### src/rtl/dram_master_if.sv
// dram_master_if: configuration handshake, register bus and job status of dram_master.
interface dram_master_if;
    logic        cfg_valid;
    logic        cfg_ready;
    logic [31:0] cfg_data;
    logic        ChipSelect;
    logic        Read;
    logic        Write;
    logic [3:0]  Address;
    logic [31:0] WriteData;
    logic [31:0] ReadData;
    logic        busy;
    logic        job_done;
    logic        job_error;
    logic [31:0] job_status;
    modport master (
        input  cfg_valid, cfg_data, ReadData,
        output cfg_ready, ChipSelect, Read, Write, Address, WriteData,
        output busy, job_done, job_error, job_status
    );
    modport slave (
        output cfg_valid, cfg_data, ReadData,
        input  cfg_ready, ChipSelect, Read, Write, Address, WriteData,
        input  busy, job_done, job_error, job_status
    );
endinterface

### src/rtl/dram_master.sv
// dram_master: collects nine config words, writes them to a register slave, then polls register 0 until done or timeout.
module dram_master #(
    parameter int unsigned POLL_INTERVAL = 4,
    parameter int unsigned TIMEOUT       = 65535
) (
    input logic           clock,
    input logic           reset,
    dram_master_if.master bus
);
    typedef enum logic [2:0] {COLLECT, WRITE, WAIT, POLL, FINISH} state_e;

    state_e      state_q;
    logic [3:0]  cnt_q;
    logic [3:0]  idx_q;
    logic [31:0] words_q [0:8];
    logic [7:0]  wait_q;
    logic [15:0] tmo_q;
    logic        ready_q;
    logic        cs_q;
    logic        rd_q;
    logic        wr_q;
    logic [3:0]  addr_q;
    logic [31:0] wdata_q;
    logic        busy_q;
    logic        done_q;
    logic        err_q;
    logic [31:0] status_q;

    logic        hs;
    logic [3:0]  idx_d;
    logic [31:0] wdata_d;
    logic [15:0] tmo_d;
    logic        tmo_hit;

    assign hs = bus.cfg_valid & ready_q;

    // Address 0 goes last and carries the start bit with the done bit cleared.
    always_comb begin
        idx_d   = (idx_q == 4'd8) ? 4'd0 : idx_q + 4'd1;
        wdata_d = (idx_d == 4'd0) ? {1'b0, words_q[0][30:1], 1'b1} : words_q[idx_d];
        tmo_d   = (tmo_q == 16'hFFFF) ? tmo_q : tmo_q + 16'd1;
        tmo_hit = {16'd0, tmo_d} >= TIMEOUT;
    end

    always_ff @(posedge clock) begin
        if (hs)
            words_q[cnt_q] <= bus.cfg_data;
    end

    always_ff @(posedge clock or posedge reset) begin
        if (reset) begin
            state_q  <= COLLECT;
            cnt_q    <= 4'd0;
            idx_q    <= 4'd0;
            wait_q   <= 8'd0;
            tmo_q    <= 16'd0;
            ready_q  <= 1'b0;
            cs_q     <= 1'b0;
            rd_q     <= 1'b0;
            wr_q     <= 1'b0;
            addr_q   <= 4'd0;
            wdata_q  <= 32'd0;
            busy_q   <= 1'b0;
            done_q   <= 1'b0;
            err_q    <= 1'b0;
            status_q <= 32'd0;
        end else begin
            done_q <= 1'b0;
            err_q  <= 1'b0;
            case (state_q)
                COLLECT: begin
                    ready_q <= !(hs && cnt_q == 4'd8);
                    if (hs) begin
                        cnt_q <= (cnt_q == 4'd8) ? 4'd0 : cnt_q + 4'd1;
                        if (cnt_q == 4'd8) begin
                            state_q <= WRITE;
                            busy_q  <= 1'b1;
                            idx_q   <= 4'd1;
                            cs_q    <= 1'b1;
                            wr_q    <= 1'b1;
                            addr_q  <= 4'd1;
                            wdata_q <= words_q[1];
                        end
                    end
                end
                WRITE: begin
                    if (idx_q == 4'd0) begin
                        state_q <= WAIT;
                        wait_q  <= 8'd0;
                        tmo_q   <= 16'd0;
                        cs_q    <= 1'b0;
                        wr_q    <= 1'b0;
                        addr_q  <= 4'd0;
                        wdata_q <= 32'd0;
                    end else begin
                        idx_q   <= idx_d;
                        addr_q  <= idx_d;
                        wdata_q <= wdata_d;
                    end
                end
                WAIT: begin
                    tmo_q <= tmo_d;
                    if (tmo_hit) begin
                        state_q <= COLLECT;
                        err_q   <= 1'b1;
                        busy_q  <= 1'b0;
                        ready_q <= 1'b1;
                    end else if (wait_q == 8'(POLL_INTERVAL - 1)) begin
                        state_q <= POLL;
                        cs_q    <= 1'b1;
                        rd_q    <= 1'b1;
                    end else begin
                        wait_q <= wait_q + 8'd1;
                    end
                end
                POLL: begin
                    tmo_q  <= tmo_d;
                    wait_q <= 8'd0;
                    cs_q   <= 1'b0;
                    rd_q   <= 1'b0;
                    // done takes priority over a timeout expiring on the same poll
                    if (bus.ReadData[31]) begin
                        state_q  <= FINISH;
                        status_q <= bus.ReadData;
                        done_q   <= 1'b1;
                        busy_q   <= 1'b0;
                    end else if (tmo_hit) begin
                        state_q <= COLLECT;
                        err_q   <= 1'b1;
                        busy_q  <= 1'b0;
                        ready_q <= 1'b1;
                    end else begin
                        state_q <= WAIT;
                    end
                end
                FINISH: begin
                    state_q <= COLLECT;
                    cnt_q   <= 4'd0;
                    ready_q <= 1'b1;
                end
                default: state_q <= COLLECT;
            endcase
        end
    end

    assign bus.cfg_ready  = ready_q;
    assign bus.ChipSelect = cs_q;
    assign bus.Read       = rd_q;
    assign bus.Write      = wr_q;
    assign bus.Address    = addr_q;
    assign bus.WriteData  = wdata_q;
    assign bus.busy       = busy_q;
    assign bus.job_done   = done_q;
    assign bus.job_error  = err_q;
    assign bus.job_status = status_q;
endmodule

### src/flat_wrapper.sv
// flat-port wrapper written by rule: the top's interface ports become plain ports
module dram_master_flat 
#(
    parameter int unsigned POLL_INTERVAL = 4,
    parameter int unsigned TIMEOUT       = 65535
)
  (clock, reset, bus_cfg_valid, bus_cfg_data, bus_ReadData, bus_cfg_ready, bus_ChipSelect, bus_Read, bus_Write, bus_Address, bus_WriteData, bus_busy, bus_job_done, bus_job_error, bus_job_status);
  dram_master_if bus_i ();
  input logic clock;
  input logic reset;
  input wire logic [$bits(bus_i.cfg_valid)-1:0] bus_cfg_valid;
  input wire logic [$bits(bus_i.cfg_data)-1:0] bus_cfg_data;
  input wire logic [$bits(bus_i.ReadData)-1:0] bus_ReadData;
  output wire logic [$bits(bus_i.cfg_ready)-1:0] bus_cfg_ready;
  output wire logic [$bits(bus_i.ChipSelect)-1:0] bus_ChipSelect;
  output wire logic [$bits(bus_i.Read)-1:0] bus_Read;
  output wire logic [$bits(bus_i.Write)-1:0] bus_Write;
  output wire logic [$bits(bus_i.Address)-1:0] bus_Address;
  output wire logic [$bits(bus_i.WriteData)-1:0] bus_WriteData;
  output wire logic [$bits(bus_i.busy)-1:0] bus_busy;
  output wire logic [$bits(bus_i.job_done)-1:0] bus_job_done;
  output wire logic [$bits(bus_i.job_error)-1:0] bus_job_error;
  output wire logic [$bits(bus_i.job_status)-1:0] bus_job_status;
  assign bus_i.cfg_valid = bus_cfg_valid;
  assign bus_i.cfg_data = bus_cfg_data;
  assign bus_i.ReadData = bus_ReadData;
  assign bus_cfg_ready = bus_i.cfg_ready;
  assign bus_ChipSelect = bus_i.ChipSelect;
  assign bus_Read = bus_i.Read;
  assign bus_Write = bus_i.Write;
  assign bus_Address = bus_i.Address;
  assign bus_WriteData = bus_i.WriteData;
  assign bus_busy = bus_i.busy;
  assign bus_job_done = bus_i.job_done;
  assign bus_job_error = bus_i.job_error;
  assign bus_job_status = bus_i.job_status;
  dram_master #(.POLL_INTERVAL(POLL_INTERVAL), .TIMEOUT(TIMEOUT)) u_core (.clock(clock), .reset(reset), .bus(bus_i));
endmodule
### config.mk
export PLATFORM = sky130hd
export DESIGN_NAME = dram_master_flat
export DESIGN_NICKNAME = d
export VERILOG_FILES = /design/src/rtl/dram_master_if.sv /design/src/rtl/dram_master.sv /design/src/flat_wrapper.sv
export SDC_FILE = /design/constraint.sdc
export NUM_CORES = 1
export LEC_CHECK = 0
export CORE_UTILIZATION = 34
export DETAILED_ROUTE_END_ITERATION = 6
export SYNTH_ARGS = -nofsm -noshare
export SYNTH_HDL_FRONTEND = slang
export SYNTH_SLANG_ARGS = --single-unit
### constraint.sdc
create_clock -name clock -period 6.53 [get_ports clock]
set_input_delay 0.653 -clock clock [delete_from_list [all_inputs] [get_ports clock]]
set_output_delay 0.653 -clock clock [all_outputs]
set_load 0.02 [all_outputs]
# Word level (Yosys, flattened, before mapping)

Memory sizes are Yosys's and may differ from the RTL's.
Cells that the tools add are included.

Add/subtract/negate cells: 4
Magnitude comparators: 1
Equality and inequality tests: 17
Multiplexer cells: 51
Bitwise logic cells: 1
Reduce and logical (&&, ||, !) cells: 26

Operators by type and width:

| kind                  | count |
|---|---|
| $mux 32               | 4 |
| $pmux 32 s2           | 1 |
| $mux 16               | 2 |
| $pmux 16 s2           | 1 |
| $mux 4                | 7 |
| $mux 8                | 3 |
| $pmux 4 s2            | 3 |
| $pmux 8 s3            | 1 |
| $mux 3                | 6 |
| $add 16x1->16 const B | 1 |
| $eq 16x16->1 const B  | 1 |
| $ge 16x16->1 const B  | 1 |
| $reduce_and 4->1      | 4 |
| $mux 1                | 15 |
| $pmux 3 s4            | 1 |
| $reduce_and 3->1      | 3 |
| $add 4x1->4 const B   | 2 |
| $add 8x1->8 const B   | 1 |
| $eq 4x4->1 const B    | 2 |
| $eq 8x2->1 const B    | 1 |
| $logic_not 4->1       | 2 |
| $ne 2x1->1 const B    | 4 |
| $ne 2x2->1 const B    | 4 |
| $pmux 1 s4            | 2 |
| other kinds (17)      | 28 |

Flip-flop bits (word level): 110
RAM bits: 288
Input port bits: 67
Output and inout bits: 75
Word-level logic and storage cells: 116
Memories kept: 1

Memory list:

| name           | depth | bits a word | rd ports | clocked after Yosys merged registers in | wr ports | line              | RTL |
|---|---|---|---|---|---|---|---|
| u_core.words_q | 9     | 32          | 3        | 0                                       | 1        | dram_master.sv:15 | `logic [31:0] words_q [0:8];` |

# Logic depth before layout (Yosys ltp)

Gate-level depths: netlist of run 1.

Depth after elaboration: 6
Mapped depth: 14

# Worst setup path after synthesis of run 1

No wires, ideal clock.

Kind: input -> register
Start point: input port bus_cfg_valid
End point: memory u_core.words_q[9][0] (enable)
Setup time: 0.468 ns
Data arrival time: 3.312 ns
Slack: 2.750 ns
Stages on the path: 3
Cells stage by stage: and2_1 -> nand2_1 -> nor3b_1

Cells in the longest elaborated chain, start to end: 3

Ends and longest elaborated chain:

| element                      | line               | RTL |
|---|---|---|
| start: declaration           | flat_wrapper.sv:11 | `input wire logic [$bits(bus_i.cfg_valid)-1:0] bus_cfg_valid;` |
| $and 1x1->1                  | dram_master.sv:35  | `assign hs = bus.cfg_valid & ready_q;` |
| $mux 1                       | dram_master.sv:46  | `if (hs)` |
| $mux 1 (not written as such) | dram_master.sv:47  | `words_q[cnt_q] <= bus.cfg_data;` |
| end: declaration             | dram_master.sv:15  |  |

No other way between the ends.

# Worst setup path in the final report of run 1

Start point: register u_core.idx_q[0]
End point: register u_core.wdata_q[11], in the netlist u_core.bus.WriteData[11]

Cells in the longest elaborated chain, start to end: 6
Elaborated cells on any way between the ends: 9
Those cells by class: 1 x add/sub; 1 x eq/ne; 4 x mux; 2 x reduce/logical; 1 x memory

Ends and longest elaborated chain:

| element                                                | line              | RTL |
|---|---|---|
| start: declaration                                     | dram_master.sv:14 | `logic [3:0] idx_q;` |
| start signal: assignment                               | dram_master.sv:96 | `idx_q <= idx_d;` |
| $add 4x1->4 / $eq 4x4->1 (equally long branches)       | dram_master.sv:39 | `idx_d = (idx_q == 4'd8) ? 4'd0 : idx_q + 4'd1;` |
| $mux 4                                                 | dram_master.sv:39 |  |
| $mem_v2 9x32 / $logic_not 4->1 (equally long branches) | n/a               |  |
| $mux 32                                                | dram_master.sv:40 | `wdata_d = (idx_d == 4'd0) ? {1'b0, words_q[0][30:1], 1'b1} : words_q[idx_d];` |
| $mux 32 *                                              | dram_master.sv:87 | `if (idx_q == 4'd0) begin` |
| $pmux 32 s2 *                                          | dram_master.sv:70 | `case (state_q)` |
| end signal: assignment                                 | dram_master.sv:82 | `wdata_q <= words_q[1];` |
| end signal: assignment                                 | dram_master.sv:98 | `wdata_q <= wdata_d;` |
| end: declaration                                       | dram_master.sv:23 | `logic [31:0] wdata_q;` |

Mark *: on every way between the ends. The rest lies on a longest branch, timed or not.
A chain may end at the register's enable or synchronous reset.

==> flow_summary.html, run 1 <==
<table>
<tr><th>Metric</th><th>Value</th></tr>
<tr><th colspan="2">Outcome</th></tr>
<tr><td>Result of the run</td><td>completed</td></tr>
<tr><th colspan="2">Synthesis</th></tr>
<tr><td>Post-synthesis register bit count</td><td>428</td></tr>
<tr><td>Net count of the mapped netlist</td><td>1341</td></tr>
<tr><td>Main synth FF type</td><td>edfxtp_1</td></tr>
<tr><td>Cell area after synthesis</td><td>17400 sq um</td></tr>
<tr><td>Post-synthesis sequential area ratio</td><td>0.705</td></tr>
<tr><td>Share of synthesized registers carrying an async set or reset</td><td>0.257</td></tr>
<tr><td>Count of flip-flops with a built-in enable after synthesis</td><td>318</td></tr>
<tr><td>Post-Synthesis Mean Instance Area</td><td>13.8 sq um</td></tr>
<tr><td>Yosys warning count</td><td>0</td></tr>
<tr><td>Unique cell type count in the Yosys netlist</td><td>61</td></tr>
<tr><td>Post-synthesis instance total</td><td>1266</td></tr>
<tr><th colspan="2">Drt</th></tr>
<tr><td>Drt via density</td><td>5.25</td></tr>
<tr><td>WL final</td><td>42100 um</td></tr>
<tr><td>DRC violation total after the first TritonRoute iteration</td><td>940</td></tr>
<tr><td>Remaining number of nets flagged by the antenna check after routing</td><td>0</td></tr>
<tr><td>Via count</td><td>11000</td></tr>
<tr><td>Post-route DRC</td><td>0</td></tr>
<tr><td>Detail-routed net length per standard cell</td><td>20.1 um</td></tr>
<tr><td>Number of detailed-routing iterations run before antenna repair</td><td>6</td></tr>
<tr><th colspan="2">Setup path</th></tr>
<tr><td>Kind of capture point of the worst setup path</td><td>register</td></tr>
<tr><td>Worst path cell trace</td><td>inv_1 -&gt; ha_4 -&gt; nor2b_1 -&gt; a21o_2 -&gt; buf_4 -&gt; nand2_1 -&gt; a311oi_1 -&gt; a21oi_1 -&gt; nand2_1 -&gt; a22oi_1 -&gt; o21ai_0</td></tr>
<tr><td>Most used cell along the critical path</td><td>nand2_1</td></tr>
<tr><td>Peak fanout along the critical path</td><td>50</td></tr>
<tr><td>Slowest library cell on the worst path</td><td>a21o_2</td></tr>
<tr><td>Dominant delay contributor by cell family on the critical path</td><td>compound AO/OA/AOI/OAI gates</td></tr>
<tr><td>WP depth</td><td>11</td></tr>
<tr><td>Worst Path Buf+Inv</td><td>2</td></tr>
<tr><td>Worst setup path category</td><td>reg2reg</td></tr>
<tr><td>Critical Path RT</td><td>7020 ps</td></tr>
<tr><td>Biggest cell delay along the critical path</td><td>900 ps</td></tr>
<tr><td>Arr. time, crit path</td><td>4620 ps</td></tr>
<tr><td>Worst r2r path cells</td><td>11</td></tr>
<tr><td>Kind of start point of the critical path</td><td>register</td></tr>
<tr><th colspan="2">Run</th></tr>
<tr><td>Max-cap viol count</td><td>0</td></tr>
<tr><th colspan="2">STA</th></tr>
<tr><td>Final min period</td><td>4120 ps</td></tr>
<tr><td>Pins Over Slew Limit</td><td>0</td></tr>
<tr><td>Max transition margin</td><td>0.244</td></tr>
<tr><td>Actual slew at the worst max-slew pin</td><td>1130 ps</td></tr>
<tr><td>Final Cycle Share</td><td>0.631</td></tr>
<tr><td>Setup-failing EPs final</td><td>0</td></tr>
<tr><td>Setup repair after global routing missed its margin</td><td>no</td></tr>
<tr><td>Final setup TNS</td><td>0 ps</td></tr>
<tr><td>Fmax achieved</td><td>243 MHz</td></tr>
<tr><td>Setup clock skew after layout</td><td>18.5 ps</td></tr>
<tr><td>Count of endpoints failing hold in the final timing report</td><td>0</td></tr>
<tr><th colspan="2">Finish</th></tr>
<tr><td>Area added between synthesis and finish</td><td>20.4%</td></tr>
<tr><td>Post-layout instance count excluding filler cells</td><td>2093</td></tr>
<tr><td>Fraction of layout instances using a drive strength above 1</td><td>0.108</td></tr>
<tr><td>Final-stage net count</td><td>1460</td></tr>
<tr><th colspan="2">Floorplan</th></tr>
<tr><td>Ports placed on the boundary</td><td>142</td></tr>
<tr><td>Die width</td><td>229 um</td></tr>
<tr><td>Initial Utilization</td><td>0.346</td></tr>
<tr><td>Core Rows</td><td>82</td></tr>
<tr><td>Die outline height</td><td>229 um</td></tr>
<tr><td>Area of the core</td><td>50400 sq um</td></tr>
<tr><td>Overall die area</td><td>52200 sq um</td></tr>
<tr><th colspan="2">Placed design</th></tr>
<tr><td>Number of buffer cells added on primary ports</td><td>141</td></tr>
<tr><td>Cells after DPL</td><td>2011</td></tr>
<tr><td>Final estimated routing congestion in global placement</td><td>0.826</td></tr>
<tr><td>Detailed Place HPWL</td><td>23600 um</td></tr>
<tr><th colspan="2">Min path</th></tr>
<tr><td>Class of the most critical hold timing path</td><td>reg2reg</td></tr>
<tr><td>Worst hold stages</td><td>2</td></tr>
<tr><th colspan="2">CTS</th></tr>
<tr><td>Number of hold-repair buffers added at the cts stage</td><td>0</td></tr>
<tr><td>Total clock buffers created by CTS</td><td>44</td></tr>
<tr><td>Gates resized, CTS repair</td><td>0</td></tr>
<tr><td>Total setup buffers inserted after CTS</td><td>0</td></tr>
<tr><td>H-Tree Level Count</td><td>2</td></tr>
<tr><td>CTS tree</td><td>yes</td></tr>
<tr><td>Source-to-sink clock delay at the later pin of the worst-skew pair</td><td>590 ps</td></tr>
<tr><td>Clock Root Buffer</td><td>clkbuf_16</td></tr>
<tr><td>Number of sinks driven by the clock tree</td><td>428</td></tr>
<tr><td>Clock-pin slew of the registers on the worst-case setup and hold paths</td><td>60 ps</td></tr>
<tr><td>Bufs on Longest Clock Path</td><td>3</td></tr>
<tr><th colspan="2">Global routing</th></tr>
<tr><td>Final global-route overflow total</td><td>0</td></tr>
<tr><td>Pin count of the biggest net entering global routing</td><td>70</td></tr>
<tr><td>First-pass GRT wire length</td><td>65200 um</td></tr>
<tr><td>Global Route Usage Sum</td><td>0.161</td></tr>
<tr><td>Via count of the first global-routing pass</td><td>11000</td></tr>
<tr><td>Antenna violations before repair</td><td>3</td></tr>
<tr><th colspan="2">Power</th></tr>
<tr><td>Total power per unit cell area</td><td>406 nW/um^2</td></tr>
<tr><td>Peak VDD IR</td><td>0.177 mV</td></tr>
<tr><td>Leakage power</td><td>7.32 nW</td></tr>
</table>
-- Yosys cell counts (all sizes together), types with 2 or more instances --
library cell	number	area, sq um
ha	8	100
nand4	9	56.3
and2	15	93.8
nand2b	3	18.8
a22o	7	61.3
o31ai	7	57.6
nor4	8	68.8
a21oi	54	274
a22oi	24	180
xor2	3	26.3
clkbuf	58	218
nor2	49	184
a31oi	10	77.6
nand3	13	65.1
or4	3	26.3
or3	3	18.8
edfxtp	318	9550
or2	3	18.8
a41oi	2	17.5
a211oi	20	160
nor3b	2	15.0
mux4	38	856
inv	15	56.3
and4	3	28.8
o21ai	69	345
buf	25	130
a311oi	28	251
nor2b	3	18.8
dfrtp	110	2750
nor3	57	295
and3	8	50.1
a221oi	25	219
nand3b	2	15.0
o21a	2	15.0
nand2	237	890
mux2i	14	140
o211ai	2	15.0
-- state kept, by name, summed over array words and instances (netlist names), 4 cells and up --
signal,cells
u_core.words_q,318
u_core.bus.WriteData,32
u_core.bus.job_status,32
u_core.tmo_q,16
u_core.wait_q,8
u_core.bus.Address,4
u_core.cnt_q,4
u_core.idx_q,4
-- through the flow --
step,cell area [sq um],util,power [mW],hold WS [ps],worst slack [ps]
floorplan,17400,-,5.10,495,2750
global placement,19600,0.388,6.03,451,2510
detailed placement,19600,0.388,6.08,461,2340
CTS,21000,0.417,8.62,476,2320
global route,21000,0.417,8.95,492,2080
finish,21000,0.417,8.52,471,2410
-- cells by family (layout without fill, tap and decap cells) --
logic type,Yosys count,count (layout),share of synthesized area
AOI/OAI and AO/OA,257,257,0.0994
xor gates and xnor gates,4,4,0.00201
adders and majority gates,8,8,0.00574
buffers and inverters,98,252,0.0232
DFF,428,428,0.705
muxes,52,52,0.0571
other,0,1,0
and+or+nand+nor,419,419,0.107
-- where the power goes --
part | internal [mW] | switching [mW]
Clock | 1.46 | 1.06
Combinational | 0.925 | 1.35
Sequential | 3.43 | 0.294
Total | 5.81 | 2.71
-- metal layers --
metal / global-route usage / vias up / wire length [um]
met4: 0.0526 / 4 / 1010
met5: 0 / - / 31
met1: 0.223 / 5514 / 19200
met2: 0.252 / 324 / 19400
li1: - / 5066 / -
met3: 0.0348 / 78 / 2510
-- layout make-up --
| class | count | area (sq um) |
|---|---|---|
| fillers | 4608 | 29400 |
| flip-flops and latches | 428 | 12300 |
| multi-input cells | 740 | 4830 |
| repair buffers | 156 | 1520 |
| clock buffers | 59 | 1200 |
| well taps | 672 | 841 |
| clock inverters | 22 | 251 |
| inverters | 15 | 58.8 |
| diodes | 1 | 2.50 |
-- worst min-delay path: stages, from the launching register on --
cell and delay (ps):
dfrtp_1 340, nand2_1 50, nand2_1 60
-- placed cells by master (no fill, tap or decap), drive strengths merged, types with 12 or more instances in the layout --
master         Yosys  routed
clkdlybuf4s50      0     141
clkbuf            58      59
nand2            237     237
o21ai             69      69
a211oi            20      20
a221oi            25      25
clkinv             0      12
and2              15      15
a21oi             54      54
buf               25      15
inv               15      17
a311oi            28      28
a22oi             24      24
nor2              49      49
mux4              38      38
dfrtp            110     110
nor3              57      57
nand3             13      13
mux2i             14      14
edfxtp           318     318
-- worst paths after layout --
check,start,endpoint,slack [ps]
setup / recovery,u_core.idx_q[0],u_core.bus.WriteData[11],2410
hold reg to reg,u_core.bus.job_status[18],u_core.bus.job_status[18],470
max in group asynchronous,reset,u_core.bus.job_status[22],4610
hold / removal,u_core.bus.job_status[18],u_core.bus.job_status[18],470
setup reg to reg,u_core.idx_q[0],u_core.bus.WriteData[11],2410
min in group asynchronous,reset,u_core.bus.WriteData[14],530
No activity file was read; power rests on OpenSTA's default activity.
==> run 2: changes to the inputs <==
clock period = 3.5 ns   (was 6.53 ns; I/O delays follow)
==> run 2 against run 1 <==
Effect of this change:
- clock-buffer cell count is 5 lower
- sequential share of layout area fell by 0.94 points
- non-clock buffer count is 29 higher
- worst setup slack worse by 2100 ps
- largest power group unchanged
==> flow_summary.html, run 2 (same netlist as run 1, synthesis figures left out) <==
<table>
<tr><th>Metric</th><th>Value</th></tr>
<tr><th colspan="2">Power</th></tr>
<tr><td>Peak VDD IR</td><td>0.502 mV (+180%)</td></tr>
<tr><td>Net switching component of the power</td><td>5.15 mW (+90%)</td></tr>
<tr><td>Relative contribution of sequential cells to total power</td><td>0.431 (-0.006)</td></tr>
<tr><td>Switching fraction of total power</td><td>0.321 (+0.00312)</td></tr>
<tr><td>Overall power of the completed layout</td><td>16.0 mW (+88%)</td></tr>
<tr><td>Leakage power</td><td>7.53 nW (+2.8%)</td></tr>
<tr><td>Total power per unit cell area</td><td>752 nW/um^2 (+85%)</td></tr>
<tr><td>Combinational share of power</td><td>0.277 (+0.010)</td></tr>
<tr><td>Part of the total power dissipated in the clock network</td><td>0.292 (-0.004)</td></tr>
<tr><td>Pint</td><td>10.9 mW (+87%)</td></tr>
<tr><th colspan="2">Drt</th></tr>
<tr><td>Drt via density</td><td>5.31 (+1.1%)</td></tr>
<tr><td>Remaining number of nets flagged by the antenna check after routing</td><td>0 (unchanged)</td></tr>
<tr><td>Detail-routed net length per standard cell</td><td>20.3 um (+0.59%)</td></tr>
<tr><td>Number of detailed-routing iterations run before antenna repair</td><td>5 (-1)</td></tr>
<tr><td>WL final</td><td>43100 um (+2.2%)</td></tr>
<tr><td>Post-route DRC</td><td>0 (unchanged)</td></tr>
<tr><td>Via count</td><td>11300 (+2.7%)</td></tr>
<tr><td>DRC violation total after the first TritonRoute iteration</td><td>1012 (+7.7%)</td></tr>
<tr><th colspan="2">Setup path</th></tr>
<tr><td>Biggest cell delay along the critical path</td><td>480 ps (-420 ps)</td></tr>
<tr><td>Critical Path RT</td><td>4000 ps (-3020 ps)</td></tr>
<tr><td>Worst Path Buf+Inv</td><td>1 (-1)</td></tr>
<tr><td>Kind of capture point of the worst setup path</td><td>register</td></tr>
<tr><td>Worst setup path category</td><td>reg2reg</td></tr>
<tr><td>Peak fanout along the critical path</td><td>11 (-78%)</td></tr>
<tr><td>WP depth</td><td>10 (-1)</td></tr>
<tr><td>Kind of start point of the critical path</td><td>register</td></tr>
<tr><td>Dominant delay contributor by cell family on the critical path</td><td>simple AND/OR/NAND/NOR gates</td></tr>
<tr><td>Slowest library cell on the worst path</td><td>dfrtp_1</td></tr>
<tr><td>Worst path cell trace</td><td>ha_1 -&gt; nand4_1 -&gt; buf_4 -&gt; nor4_2 -&gt; nand2b_1 -&gt; a311oi_2 -&gt; a211oi_2 -&gt; nor3_2 -&gt; o31ai_1 -&gt; a21oi_1</td></tr>
<tr><td>Worst r2r path cells</td><td>10 (-1)</td></tr>
<tr><td>Arr. time, crit path</td><td>3720 ps (-900 ps)</td></tr>
<tr><th colspan="2">CTS</th></tr>
<tr><td>Clock Root Buffer</td><td>clkbuf_16</td></tr>
<tr><td>Total setup buffers inserted after CTS</td><td>0 (unchanged)</td></tr>
<tr><td>Total clock buffers created by CTS</td><td>46 (+4.5%)</td></tr>
<tr><td>Gates resized, CTS repair</td><td>0 (unchanged)</td></tr>
<tr><td>Number of sinks driven by the clock tree</td><td>428 (unchanged)</td></tr>
<tr><td>Clock-pin slew of the registers on the worst-case setup and hold paths</td><td>60 ps (about the same)</td></tr>
<tr><td>Source-to-sink clock delay at the later pin of the worst-skew pair</td><td>580 ps (about the same)</td></tr>
<tr><td>H-Tree Level Count</td><td>2 (unchanged)</td></tr>
<tr><td>CTS tree</td><td>yes</td></tr>
<tr><td>Number of hold-repair buffers added at the cts stage</td><td>0 (unchanged)</td></tr>
<tr><td>Bufs on Longest Clock Path</td><td>3 (unchanged)</td></tr>
<tr><th colspan="2">STA</th></tr>
<tr><td>Setup clock skew after layout</td><td>12.1 ps (-6.44 ps)</td></tr>
<tr><td>Max transition margin</td><td>0.351 (+0.107)</td></tr>
<tr><td>Final Worst Setup Slack</td><td>281 ps (-2130 ps)</td></tr>
<tr><td>Final min period</td><td>3220 ps (-903 ps)</td></tr>
<tr><td>Count of endpoints failing hold in the final timing report</td><td>0 (unchanged)</td></tr>
<tr><td>Final setup TNS</td><td>0 ps (unchanged)</td></tr>
<tr><td>Setup-failing EPs final</td><td>0 (unchanged)</td></tr>
<tr><td>Actual slew at the worst max-slew pin</td><td>973 ps (-161 ps)</td></tr>
<tr><td>Setup repair after global routing missed its margin</td><td>no</td></tr>
<tr><td>Fmax achieved</td><td>311 MHz (+28%)</td></tr>
<tr><td>Worst hold slack across all endpoints</td><td>293 ps (-178 ps)</td></tr>
<tr><td>Pins Over Slew Limit</td><td>0 (unchanged)</td></tr>
<tr><td>Final Cycle Share</td><td>0.920 (+0.288)</td></tr>
<tr><th colspan="2">Global routing</th></tr>
<tr><td>Pin count of the biggest net entering global routing</td><td>111 (+59%)</td></tr>
<tr><td>Via count of the first global-routing pass</td><td>11300 (+2.8%)</td></tr>
<tr><td>Met1 Track Usage GR</td><td>0.226 (+0.00315)</td></tr>
<tr><td>Most Used Layer, Global Route</td><td>met2</td></tr>
<tr><td>Grt met3 use</td><td>0.0359 (+0.00112)</td></tr>
<tr><td>Final global-route overflow total</td><td>0 (unchanged)</td></tr>
<tr><td>Met2 Use GR</td><td>0.259 (+0.00712)</td></tr>
<tr><td>Antenna violations before repair</td><td>4 (+1)</td></tr>
<tr><td>First-pass GRT wire length</td><td>66800 um (+2.4%)</td></tr>
<tr><td>Global Route Usage Sum</td><td>0.165 (+0.00337)</td></tr>
<tr><th colspan="2">Finish</th></tr>
<tr><td>Top library cells by usage in the layout, fill and taps aside</td><td>edfxtp_1 (318), nand2_1 (237), clkdlybuf4s50_1 (141)</td></tr>
<tr><td>Register containing the most flip-flops in the final layout</td><td>u_core.words_q</td></tr>
<tr><td>Area added between synthesis and finish</td><td>22.4%</td></tr>
<tr><td>Most common cell after layout, fill and taps aside</td><td>edfxtp_1</td></tr>
<tr><td>Design Area, Final</td><td>21300 sq um (+1.6%)</td></tr>
<tr><td>Fraction of layout instances using a drive strength above 1</td><td>0.127 (+0.0183)</td></tr>
<tr><td>Number of flip-flops in the largest register</td><td>318 (unchanged)</td></tr>
<tr><td>Final-stage net count</td><td>1491 (+2.1%)</td></tr>
<tr><td>Area taken by multi-input logic gates</td><td>4830 sq um (+0.10%)</td></tr>
<tr><td>Area taken by flip-flops and latches</td><td>12300 sq um (unchanged)</td></tr>
<tr><td>Number of filler instances in the final layout</td><td>4600 (-0.17%)</td></tr>
<tr><th colspan="2">Floorplan</th></tr>
<tr><td>Die outline height</td><td>229 um (unchanged)</td></tr>
<tr><td>Area of the core</td><td>50400 sq um (unchanged)</td></tr>
<tr><td>Die width</td><td>229 um (unchanged)</td></tr>
<tr><td>Initial Utilization</td><td>0.346 (unchanged)</td></tr>
<tr><td>Core Rows</td><td>82 (unchanged)</td></tr>
<tr><td>Ports placed on the boundary</td><td>142 (unchanged)</td></tr>
<tr><td>Overall die area</td><td>52200 sq um (unchanged)</td></tr>
<tr><th colspan="2">Outcome</th></tr>
<tr><td>Result of the run</td><td>completed</td></tr>
<tr><th colspan="2">Placed design</th></tr>
<tr><td>Number of buffer cells added on primary ports</td><td>141 (unchanged)</td></tr>
<tr><td>Placed cell areas</td><td>19900 sq um (+1.8%)</td></tr>
<tr><td>Final estimated routing congestion in global placement</td><td>0.832 (+0.82%)</td></tr>
<tr><td>Dpl ws</td><td>352 ps (-1990 ps)</td></tr>
<tr><td>Detailed Place HPWL</td><td>25200 um (+6.6%)</td></tr>
<tr><th colspan="2">Min path</th></tr>
<tr><td>Class of the most critical hold timing path</td><td>in2async</td></tr>
<tr><th colspan="2">Run</th></tr>
<tr><td>Max-cap viol count</td><td>0 (unchanged)</td></tr>
</table>
run 2: cell types whose count changed in the layout (fill, tap and decap cells not counted), moves of 4 or more:
cell	change
clkbuf_1	-4
clkinv_2	+6
clkinv_1	+5
buf_4	+19
buf_12	+10
clkinvlp_4	-4
run 2: worst paths after layout:
path                                      startpoint                   endpoint  slack (ps)
max reg2reg                          u_core.tmo_q[0]           u_core.wait_q[7]         280
min in group clock                   bus_ReadData[6]   u_core.bus.job_status[6]         300
min                                            reset   u_core.bus.job_status[4]         290
max                                  u_core.tmo_q[0]           u_core.wait_q[7]         280
min reg2reg                u_core.bus.job_status[31]  u_core.bus.job_status[31]         460
max in group asynchronous                      reset      u_core.bus.Address[1]        2700
run 2: power groups by stage:
stage | sequential [mW] | clock [mW] | combinational, mW
2_1_floorplan | 7.32 | 0 | 2.19
3_3_place_gp | 6.98 | 0 | 4.42
3_5_place_dp | 7.01 | 0 | 4.49
4_1_cts | 6.91 | 4.81 | 4.51
5_1_grt | 7.01 | 4.99 | 4.85
6_report | 6.92 | 4.68 | 4.45
run 2: layer usage:
metal / vias up / part of all wire
met5: - / 0.00058
met4: 4 / 0.025
met3: 80 / 0.075
met2: 420 / 0.46
met1: 5654 / 0.44
li1: 5127 / -
run 2: worst register-to-register path: cells and delay by family (launching register included):
family                   cells  cell delay [ps]
AO/OA/AOI/OAI                4              820
adder cells (fa/ha/maj)      1              410
buffers and inverters        1              200
flip-flops                   1              480
AND/OR/NAND/NOR              4             1240
run 2: layout make-up:
| cell class | count | share of cell area |
|---|---|---|
| diodes | 2 | 0.000234 |
| well taps | 672 | 0.0394 |
| multi-input cells | 740 | 0.226 |
| clock inverters | 30 | 0.0122 |
| clock buffers | 54 | 0.0553 |
| flip-flops and latches | 428 | 0.576 |
| inverters | 15 | 0.00275 |
| repair buffers | 185 | 0.0874 |
run 2: per-stage QoR:
step                      utilization  instances
after detailed placement        0.395       2040
final                           0.424       2126
after global routing            0.424       2124
after floorplan                     -       1266
after global placement          0.395       2040
after CTS                       0.424       2124
==> run 3: changes to the inputs <==
clock period = 3.6 ns   (was 3.5 ns; I/O delays follow)
==> run 3 against run 2 <==
Effect of this change:
- die area unchanged
- sequential share of layout area up 0.18 points
- combinational power down 2%
- via count down 0.72%
- first-iteration DRC count down 1.2%
- critical path depth down 1
- fmax down 1.9%
- highest routed layer unchanged
==> flow_summary.html, run 3 (same netlist as run 1, synthesis figures left out) <==
<table>
<tr><th>Metric</th><th>Value</th></tr>
<tr><th colspan="2">CTS</th></tr>
<tr><td>Bufs on Longest Clock Path</td><td>3 (unchanged)</td></tr>
<tr><td>Total setup buffers inserted after CTS</td><td>0 (unchanged)</td></tr>
<tr><td>Number of hold-repair buffers added at the cts stage</td><td>0 (unchanged)</td></tr>
<tr><td>Clock Root Buffer</td><td>clkbuf_16</td></tr>
<tr><td>Clock-pin slew of the registers on the worst-case setup and hold paths</td><td>60 ps (about the same)</td></tr>
<tr><td>Number of sinks driven by the clock tree</td><td>428 (unchanged)</td></tr>
<tr><td>CTS tree</td><td>yes</td></tr>
<tr><td>Gates resized, CTS repair</td><td>0 (unchanged)</td></tr>
<tr><td>Source-to-sink clock delay at the later pin of the worst-skew pair</td><td>580 ps (about the same)</td></tr>
<tr><td>Total clock buffers created by CTS</td><td>44 (-4.3%)</td></tr>
<tr><td>H-Tree Level Count</td><td>2 (unchanged)</td></tr>
<tr><th colspan="2">Setup path</th></tr>
<tr><td>Worst r2r path cells</td><td>9 (-1)</td></tr>
<tr><td>Arr. time, crit path</td><td>3780 ps (+60 ps)</td></tr>
<tr><td>Critical Path RT</td><td>4100 ps (+100 ps)</td></tr>
<tr><td>Kind of capture point of the worst setup path</td><td>register</td></tr>
<tr><td>Kind of start point of the critical path</td><td>register</td></tr>
<tr><td>Peak fanout along the critical path</td><td>11 (unchanged)</td></tr>
<tr><td>Worst setup path category</td><td>reg2reg</td></tr>
<tr><th colspan="2">Finish</th></tr>
<tr><td>Most common cell after layout, fill and taps aside</td><td>edfxtp_1</td></tr>
<tr><td>Area taken by flip-flops and latches</td><td>12300 sq um (unchanged)</td></tr>
<tr><td>Number of filler instances in the final layout</td><td>4509 (-2.0%)</td></tr>
<tr><td>Number of flip-flops in the largest register</td><td>318 (unchanged)</td></tr>
<tr><td>Register containing the most flip-flops in the final layout</td><td>u_core.words_q</td></tr>
<tr><td>Fraction of the core area covered by cells at the end of the flow</td><td>0.422 (-0.00134)</td></tr>
<tr><td>Area taken by multi-input logic gates</td><td>4840 sq um (+0.18%)</td></tr>
<tr><td>Final-stage net count</td><td>1485 (-0.40%)</td></tr>
<tr><td>Fraction of layout instances using a drive strength above 1</td><td>0.117 (-0.00960)</td></tr>
<tr><td>Area added between synthesis and finish</td><td>22.0%</td></tr>
<tr><td>Design Area, Final</td><td>21300 sq um (-0.32%)</td></tr>
<tr><td>Top library cells by usage in the layout, fill and taps aside</td><td>edfxtp_1 (318), nand2_1 (237), clkdlybuf4s50_1 (141)</td></tr>
<tr><td>Post-layout instance count excluding filler cells</td><td>2116 (-0.47%)</td></tr>
<tr><th colspan="2">STA</th></tr>
<tr><td>Final Cycle Share</td><td>0.911 (-0.00819)</td></tr>
<tr><td>Fmax achieved</td><td>305 MHz (-1.9%)</td></tr>
<tr><td>Count of endpoints failing hold in the final timing report</td><td>0 (unchanged)</td></tr>
<tr><td>Setup clock skew after layout</td><td>7.99 ps (-4.07 ps)</td></tr>
<tr><td>Worst hold slack across all endpoints</td><td>263 ps (-29.7 ps)</td></tr>
<tr><td>Final min period</td><td>3280 ps (+62.5 ps)</td></tr>
<tr><td>Actual slew at the worst max-slew pin</td><td>953 ps (-19.9 ps)</td></tr>
<tr><td>Pins Over Slew Limit</td><td>0 (unchanged)</td></tr>
<tr><td>Setup repair after global routing missed its margin</td><td>no</td></tr>
<tr><td>Setup-failing EPs final</td><td>0 (unchanged)</td></tr>
<tr><td>Max transition margin</td><td>0.365 (+0.0140)</td></tr>
<tr><td>Final setup TNS</td><td>0 ps (unchanged)</td></tr>
<tr><td>Final Worst Setup Slack</td><td>319 ps (+37.5 ps)</td></tr>
<tr><th colspan="2">Global routing</th></tr>
<tr><td>First-pass GRT wire length</td><td>67100 um (+0.45%)</td></tr>
<tr><td>Final global-route overflow total</td><td>0 (unchanged)</td></tr>
<tr><td>Antenna violations before repair</td><td>3 (-1)</td></tr>
<tr><td>Pin count of the biggest net entering global routing</td><td>52 (-53%)</td></tr>
<tr><td>Global Route Usage Sum</td><td>0.166 (+0.00149)</td></tr>
<tr><td>Via count of the first global-routing pass</td><td>11300 (-0.13%)</td></tr>
<tr><th colspan="2">Power</th></tr>
<tr><td>Peak VDD IR</td><td>0.501 mV (-0.20%)</td></tr>
<tr><td>Part of the total power dissipated in the clock network</td><td>0.288 (-0.004)</td></tr>
<tr><td>Switching fraction of total power</td><td>0.317 (-0.00369)</td></tr>
<tr><td>Overall power of the completed layout</td><td>15.5 mW (-3.2%)</td></tr>
<tr><td>Net switching component of the power</td><td>4.93 mW (-4.3%)</td></tr>
<tr><td>Leakage power</td><td>7.45 nW (-0.99%)</td></tr>
<tr><td>Total power per unit cell area</td><td>730 nW/um^2 (-2.9%)</td></tr>
<tr><td>Combinational share of power</td><td>0.279 (+0.002)</td></tr>
<tr><td>Relative contribution of sequential cells to total power</td><td>0.433 (+0.002)</td></tr>
<tr><td>Pint</td><td>10.6 mW (-2.7%)</td></tr>
<tr><th colspan="2">Placed design</th></tr>
<tr><td>Dpl ws</td><td>297 ps (-55.0 ps)</td></tr>
<tr><td>Cells after DPL</td><td>2036 (-0.20%)</td></tr>
<tr><td>Detailed Place HPWL</td><td>25200 um (+0.10%)</td></tr>
<tr><td>Final estimated routing congestion in global placement</td><td>0.838 (+0.71%)</td></tr>
<tr><td>Number of buffer cells added on primary ports</td><td>141 (unchanged)</td></tr>
<tr><td>Placed cell areas</td><td>19900 sq um (-0.15%)</td></tr>
<tr><th colspan="2">Drt</th></tr>
<tr><td>WL final</td><td>43500 um (+0.93%)</td></tr>
<tr><td>Number of detailed-routing iterations run before antenna repair</td><td>5 (unchanged)</td></tr>
<tr><td>Detail-routed net length per standard cell</td><td>20.5 um (+1.4%)</td></tr>
<tr><td>Remaining number of nets flagged by the antenna check after routing</td><td>0 (unchanged)</td></tr>
<tr><td>DRC violation total after the first TritonRoute iteration</td><td>1000 (-1.2%)</td></tr>
<tr><td>Via count</td><td>11200 (-0.72%)</td></tr>
<tr><td>Drt via density</td><td>5.29 (-0.25%)</td></tr>
<tr><td>Post-route DRC</td><td>0 (unchanged)</td></tr>
<tr><th colspan="2">Floorplan</th></tr>
<tr><td>Area of the core</td><td>50400 sq um (unchanged)</td></tr>
<tr><td>Overall die area</td><td>52200 sq um (unchanged)</td></tr>
<tr><td>Die outline height</td><td>229 um (unchanged)</td></tr>
<tr><td>Die width</td><td>229 um (unchanged)</td></tr>
<tr><td>Ports placed on the boundary</td><td>142 (unchanged)</td></tr>
<tr><td>Core Rows</td><td>82 (unchanged)</td></tr>
<tr><td>Initial Utilization</td><td>0.346 (unchanged)</td></tr>
<tr><th colspan="2">Outcome</th></tr>
<tr><td>Result of the run</td><td>completed</td></tr>
<tr><th colspan="2">Run</th></tr>
<tr><td>Max-cap viol count</td><td>0 (unchanged)</td></tr>
<tr><th colspan="2">Min path</th></tr>
<tr><td>Class of the most critical hold timing path</td><td>in2async</td></tr>
</table>
run 3: changes by cell type in the layout (fill, tap and decap cells not counted), sizes merged:
cell | previous run | this run
clkbuf | 54 | 66
clkinvlp | 0 | 2
buf | 44 | 40
inv | 18 | 17
diode | 2 | 1
clkinv | 24 | 6
run 3: area by class of cell:
class | instances | share of cell area
tap | 672 | 0.0395
timing repair buffer | 181 | 0.0863
multi-input combinational | 740 | 0.228
sequential | 428 | 0.578
inverter | 15 | 0.00276
clock inverter | 13 | 0.00811
antenna | 1 | 0.000118
clock buffer | 66 | 0.0576
run 3: power groups by stage:
stage,combinational [mW],sequential (mW),clock [mW]
floorplan,2.13,7.12,0
global route,4.72,6.82,4.77
detailed placement,4.36,6.80,0
global placement,4.31,6.78,0
finish,4.34,6.72,4.47
CTS,4.39,6.72,4.60
run 3: critical path: stages (launching register included):
cell	delay (ps)
dfrtp_1	460
ha_2	350
nand4_1	320
nor4_2	460
mux2i_1	320
a21oi_1	140
a211oi_2	360
nor3_4	120
or4_1	520
a21oi_1	150
run 3: final timing paths:
check / endpoint / startpoint / slack, ps
hold / removal: u_core.bus.job_status[1] / reset / 260
hold reg to reg: u_core.bus.job_status[14] / u_core.bus.job_status[14] / 470
setup reg to reg: u_core.wait_q[7] / u_core.tmo_q[0] / 320
max in group asynchronous: u_core.bus.job_status[22] / reset / 2490
min in group clock: u_core.bus.job_status[1] / bus_ReadData[1] / 320
setup / recovery: u_core.wait_q[7] / u_core.tmo_q[0] / 320
run 3: metal layers:
layer  global-route usage  vias up  share of wire
met1                0.226     5621           0.45
met3               0.0343       87          0.064
li1                     -     5105              -
met2                0.263      387           0.46
met4               0.0594        4          0.027
met5                    0        -        0.00046
